File: config.mk
export PLATFORM = sky130hd
export DESIGN_NAME = regfile_mp
export DESIGN_NICKNAME = d
export VERILOG_FILES = /design/src/rtl/regfile_mp.sv
export SDC_FILE = /design/constraint.sdc
export NUM_CORES = 2
export LEC_CHECK = 0
export CORE_MARGIN = 5
export CORE_UTILIZATION = 25
export DETAILED_ROUTE_END_ITERATION = 16
export GPL_TIMING_DRIVEN = 0
export PLACE_DENSITY_LB_ADDON = 0.12
export SYNTH_ARGS = -nofsm -noshare
export SYNTH_HDL_FRONTEND = slang
export SYNTH_SLANG_ARGS = --single-unit
File: constraint.sdc
create_clock -name CLK -period 10.6 [get_ports CLK]
set_clock_uncertainty 0.15 [all_clocks]
set_input_delay 2.12 -clock CLK [delete_from_list [all_inputs] [get_ports CLK]]
set_output_delay 2.12 -clock CLK [all_outputs]
set_load 0.05 [all_outputs]
File: src/rtl/regfile_mp.sv
// Multi-port register file with two prioritised write ports, write-to-read bypass
// and a per-register busy scoreboard. Register 0 reads as zero and holds no state.
module regfile_mp #(
   parameter int unsigned DATA_W = 32,
   parameter int unsigned ADDR_W = 5,
   parameter int unsigned NUM_RD = 2,
   parameter int unsigned BYPASS = 1
) (
   input  logic                       CLK,
   input  logic                       RST,
   input  logic                       RegWre0,
   input  logic [ADDR_W-1:0]          WriteReg0,
   input  logic [DATA_W-1:0]          WriteData0,
   input  logic                       RegWre1,
   input  logic [ADDR_W-1:0]          WriteReg1,
   input  logic [DATA_W-1:0]          WriteData1,
   input  logic [NUM_RD*ADDR_W-1:0]   ReadReg,
   output logic [NUM_RD*DATA_W-1:0]   ReadData,
   output logic [NUM_RD-1:0]          RdBusy,
   input  logic                       IssueWre,
   input  logic [ADDR_W-1:0]          IssueReg,
   input  logic                       Flush,
   output logic [ADDR_W:0]            BusyCount
);

   localparam int unsigned DEPTH = 1 << ADDR_W;
   localparam int unsigned CNT_W = ADDR_W + 1;
   localparam bit          bypassEn = (BYPASS != 0);

   logic [DEPTH-1:0][DATA_W-1:0] regView;
   logic [DEPTH-1:0]             busyView;
   logic [DEPTH-1:0]             busyNext;
   logic [CNT_W-1:0]             busyCount;

   assign regView[0]  = '0;
   assign busyView[0] = 1'b0;
   assign busyNext[0] = 1'b0;

   // One storage word and one busy flop per architectural register 1..DEPTH-1
   for (genvar i = 1; i < DEPTH; i++) begin : gReg
      logic              wrHit0;
      logic              wrHit1;
      logic              issueHit;
      logic [DATA_W-1:0] q;
      logic              busyQ;

      assign wrHit0   = RegWre0 && (WriteReg0 == ADDR_W'(i));
      assign wrHit1   = RegWre1 && (WriteReg1 == ADDR_W'(i));
      assign issueHit = IssueWre && (IssueReg == ADDR_W'(i));

      // A new producer supersedes a retiring one; flush beats both
      assign busyNext[i] = Flush    ? 1'b0 :
                           issueHit ? 1'b1 :
                           (wrHit0 || wrHit1) ? 1'b0 : busyQ;

      always_ff @(posedge CLK or negedge RST) begin
         if (!RST) begin
            q     <= '0;
            busyQ <= 1'b0;
         end else begin
            if (wrHit1) begin
               q <= WriteData1;
            end else if (wrHit0) begin
               q <= WriteData0;
            end
            busyQ <= busyNext[i];
         end
      end

      assign regView[i]  = q;
      assign busyView[i] = busyQ;
   end

   // Count tracks the post-edge busy set so it updates with the bits themselves
   always_ff @(posedge CLK or negedge RST) begin
      if (!RST) begin
         busyCount <= '0;
      end else begin
         busyCount <= CNT_W'($countones(busyNext));
      end
   end

   assign BusyCount = busyCount;

   for (genvar k = 0; k < NUM_RD; k++) begin : gRd
      logic [ADDR_W-1:0] ra;
      logic              byp0;
      logic              byp1;
      logic              issueMatch;

      assign ra = ReadReg[k*ADDR_W +: ADDR_W];

      // Forwarding is suppressed in reset so every lane reads zero immediately
      assign byp0 = bypassEn && RST && RegWre0 && (WriteReg0 == ra) && (ra != '0);
      assign byp1 = bypassEn && RST && RegWre1 && (WriteReg1 == ra) && (ra != '0);
      assign issueMatch = IssueWre && (IssueReg == ra);

      assign ReadData[k*DATA_W +: DATA_W] = byp1 ? WriteData1 :
                                            byp0 ? WriteData0 : regView[ra];
      assign RdBusy[k] = busyView[ra] && !((byp0 || byp1) && !issueMatch);
   end

endmodule
==> results.py <==
metrics = {
    "setup_path": {
        "worstPathCellList": "clkdlybuf4s50_1, nor2b_1, clkbuf_1, clkbuf_1, a221oi_1, nor3_1, a211oi_1, a2111oi_0, a221o_1, clkdlybuf4s50_1",
        "cp_slowest_cell": "a2111oi_0",
        "cp_top_family": "buffers and inverters",
        "critPathKind": "input port to output port",
        "cp.arrival_ps": 8490,
        "startpoint_type": "input port",
        "cp_max_fo": 10,
        "critPathBufInv": 4,
        "crit_path_end_kind": "output port",
        "slowest_delay_ps": 1170,
        "required_ps": 8330,
    },
    "global_routing": {
        "grt_start_max_net_pins": 133,
        "track_usage": 0.345,
        "grt_pass1_vias": 60300,
        "grt_overflow": 0,
        "antenna_found_initial": 72,
        "grt_pass1_wl_um": 635000,
    },
    "sta": {
        "period_minus_slack_ps": 10760,
        "finalCritPeriodShare": 1.02,
        "rsz0062_at_grt": "no",
        "setup_ws_ps": -165,
        "tightestPinTransition_ps": 1750,
        "slew_violations": 290,
        "maxSlewHeadroom": -0.165,
        "finalHoldViolations": 0,
        "finalSetupViolCount": 3,
        "fin_tns_setup_ps": -268,
        "max_freq_ghz": 0.0929,
    },
    "drt": {
        "wl_um": 498000,
        "drtAntennaViolNets": 0,
        "wire_per_inst_um": 47.3,
        "viasPerCell": 6.20,
        "dr.pass1.iters": 8,
        "vias": 65400,
        "drc": 0,
        "drtIter0Drc": 11200,
    },
    "placement": {
        "routabilityCongestion": 1.02,
        "dpl.hpwl_um": 360000,
        "placed_area_sq_mm": 0.0732,
        "portBuffers": 88,
    },
    "die": {
        "die_h_um": 527,
        "start_util": 0.251,
        "boundaryPins": 167,
        "die_w_um": 527,
        "coreArea_sq_mm": 0.265,
        "rows": 189,
        "dieArea_sq_mm": 0.277,
    },
    "finish": {
        "area_growth_syn_to_layout_pct": 16.7,
        "final_cell_mix": "mux2i_1, dfrtp_1, nand2_1",
        "layout_commonest_cell": "mux2i_1",
        "drive_gt1_frac": 0.146,
        "nets": 6996,
        "fin_area_sq_mm": 0.0778,
    },
    "clock_tree": {
        "post-cts-setup-buffer-count": 0,
        "clkSlewWorstSetupHoldPaths_ps": 50,
        "cts_root_buf": "clkbuf_16",
        "cts_tree": "yes",
        "clock_latency_ps": 830,
        "postCtsHoldBufs": 0,
        "h-tree-depth": 4,
        "max-clock-path-buffers": 3,
        "cts_buffers": 140,
        "cts_sinks": 1029,
        "cts.repair.resized": 0,
    },
    "pwr": {
        "p_leak_uw": 0.0328,
        "p_per_area_mw_per_mm2": 194,
        "ir_worst_vdd_v": 0.000132,
        "total_power_uw": 15100,
    },
    "synth": {
        "synth_edf_count": 0,
        "ys_types": 62,
        "ys_seq_elements": 1029,
        "synthTopCellsByArea": "dfrtp_1, mux2i_1, mux4_2",
        "synth.largest_area_cell": "dfrtp_1",
        "synth_flop_cell": "dfrtp_1",
        "syn_avg_cell_area_sq_um": 10.1,
        "synth-seq-area-share": 0.386,
        "ys_warn_count": 0,
        "syn_inst": 6589,
        "synth_top_cell_area_share": 0.386,
        "async_flop_share": 1.00,
        "syn_nets": 6714,
        "synth_area_sq_mm": 0.0667,
    },
    "run": {
        "drv_cap": 33,
    },
    "hold_path": {
        "hp-class": "flip-flop to flip-flop",
    },
    "outcome": {
        "violations": "max-capacitance violations, max-slew violations, negative setup slack",
        "outcome": "finished, violations left",
    },
}
-- power breakdown --
| part | internal [uW] | switching, uW | leakage (uW) | total [uW] |
|---|---|---|---|---|
| registers | 4950 | 929 | 0.0126 | 5880 |
| clock network | 2850 | 2140 | 0.00223 | 4990 |
| logic | 1790 | 2460 | 0.0180 | 4250 |
-- registers in the layout, summed over array words and instances, names as in the netlist --
| register | count |
|---|---|
| gReg.q | 992 |
| gReg.busyQ | 31 |
| BusyCount | 6 |
-- cell usage after synthesis, types with 7 or more instances --
cell       number
mux4_2        323
nand2b_1       24
nor3_1         54
nand4_1         7
buf_4          60
xor2_1         15
nor2_1        582
a2111oi_0      28
clkbuf_1      499
and2_1          7
dfrtp_1      1029
buf_2         158
nor2b_1        48
o32ai_1        12
a22oi_1        80
inv_1          44
ha_1            7
fa_1           23
mux2i_1      1310
o21ai_0       516
o311ai_0       10
a21o_1         27
a221o_1        43
and3_1          9
nand3b_1       20
o22ai_1       111
a21oi_1       537
buf_6          13
xnor2_1        18
a221oi_1       76
buf_1          96
o2111ai_1       8
nand3_1        10
a211oi_1       14
o221ai_1       34
nand2_1       577
mux2_2        100
-- worst paths after layout --
| check | start | endpoint | slack, ps | cells past startpoint |
|---|---|---|---|---|
| max | ReadReg[6] | ReadData[54] | -160 | 10 |
| min | gReg[3].q[5] | gReg[3].q[5] | 440 | 2 |
| max reg2reg | gReg[18].busyQ | BusyCount[4] | 4990 | 17 |
| min reg2reg | gReg[3].q[5] | gReg[3].q[5] | 440 | 2 |
| max in group asynchronous | RST | gReg[27].q[20] | 7280 | 3 |
| min in group asynchronous | RST | gReg[4].busyQ | 1070 | 1 |
-- layout make-up --
type                            instances  area [sq um]
Buffer                                829          3760
Tap cell                             3533          4420
Antenna cell                           36          90.1
Multi-Input combinational cell       4687         37200
Sequential cell                      1029         25700
Inverter                               44           165
Timing Repair Buffer                  140          1880
Clock inverter                         19           248
Clock buffer                          225          4290
Fill cell                           28000        187000
-- worst min-delay path, stage by stage (launching register included) --
cell and delay [ps]:
dfrtp_1 350, mux2i_1 70, o21ai_0 120
-- cell families (layout without fill, tap and decap cells) --
group / Yosys count / count (layout) / share of synthesized area
flip-flops: 1029 / 1029 / 0.386
AO/OA/AOI/OAI: 1515 / 1515 / 0.134
XOR/XNOR: 33 / 33 / 0.00433
buffers and inverters: 873 / 1257 / 0.0574
other: 0 / 36 / 0
AND/OR/NAND/NOR: 1370 / 1370 / 0.0850
adder cells (fa/ha/maj): 30 / 30 / 0.00822
multiplexers: 1739 / 1739 / 0.325
-- routing by layer --
metal	part of all wire	global-route usage	up-vias	wire length, um
met4	0.079	0.221	38	39500
met2	0.39	0.472	5070	196000
met5	0.0011	0.0115	-	529
met1	0.40	0.452	34500	200000
met3	0.12	0.133	1192	61600
li1	-	-	24600	-
-- per-stage QoR --
step	setup WS [ps]	hold WS [ps]	utilization	std cells
CTS	408	441	0.293	10500
global placement	-47510	418	0.271	10200
global route	255	469	0.293	10500
detailed placement	446	429	0.276	10300
floorplan	2500	391	-	6589
finish	-165	437	0.293	10500
Note: power is estimated with default switching activity, not from simulation.
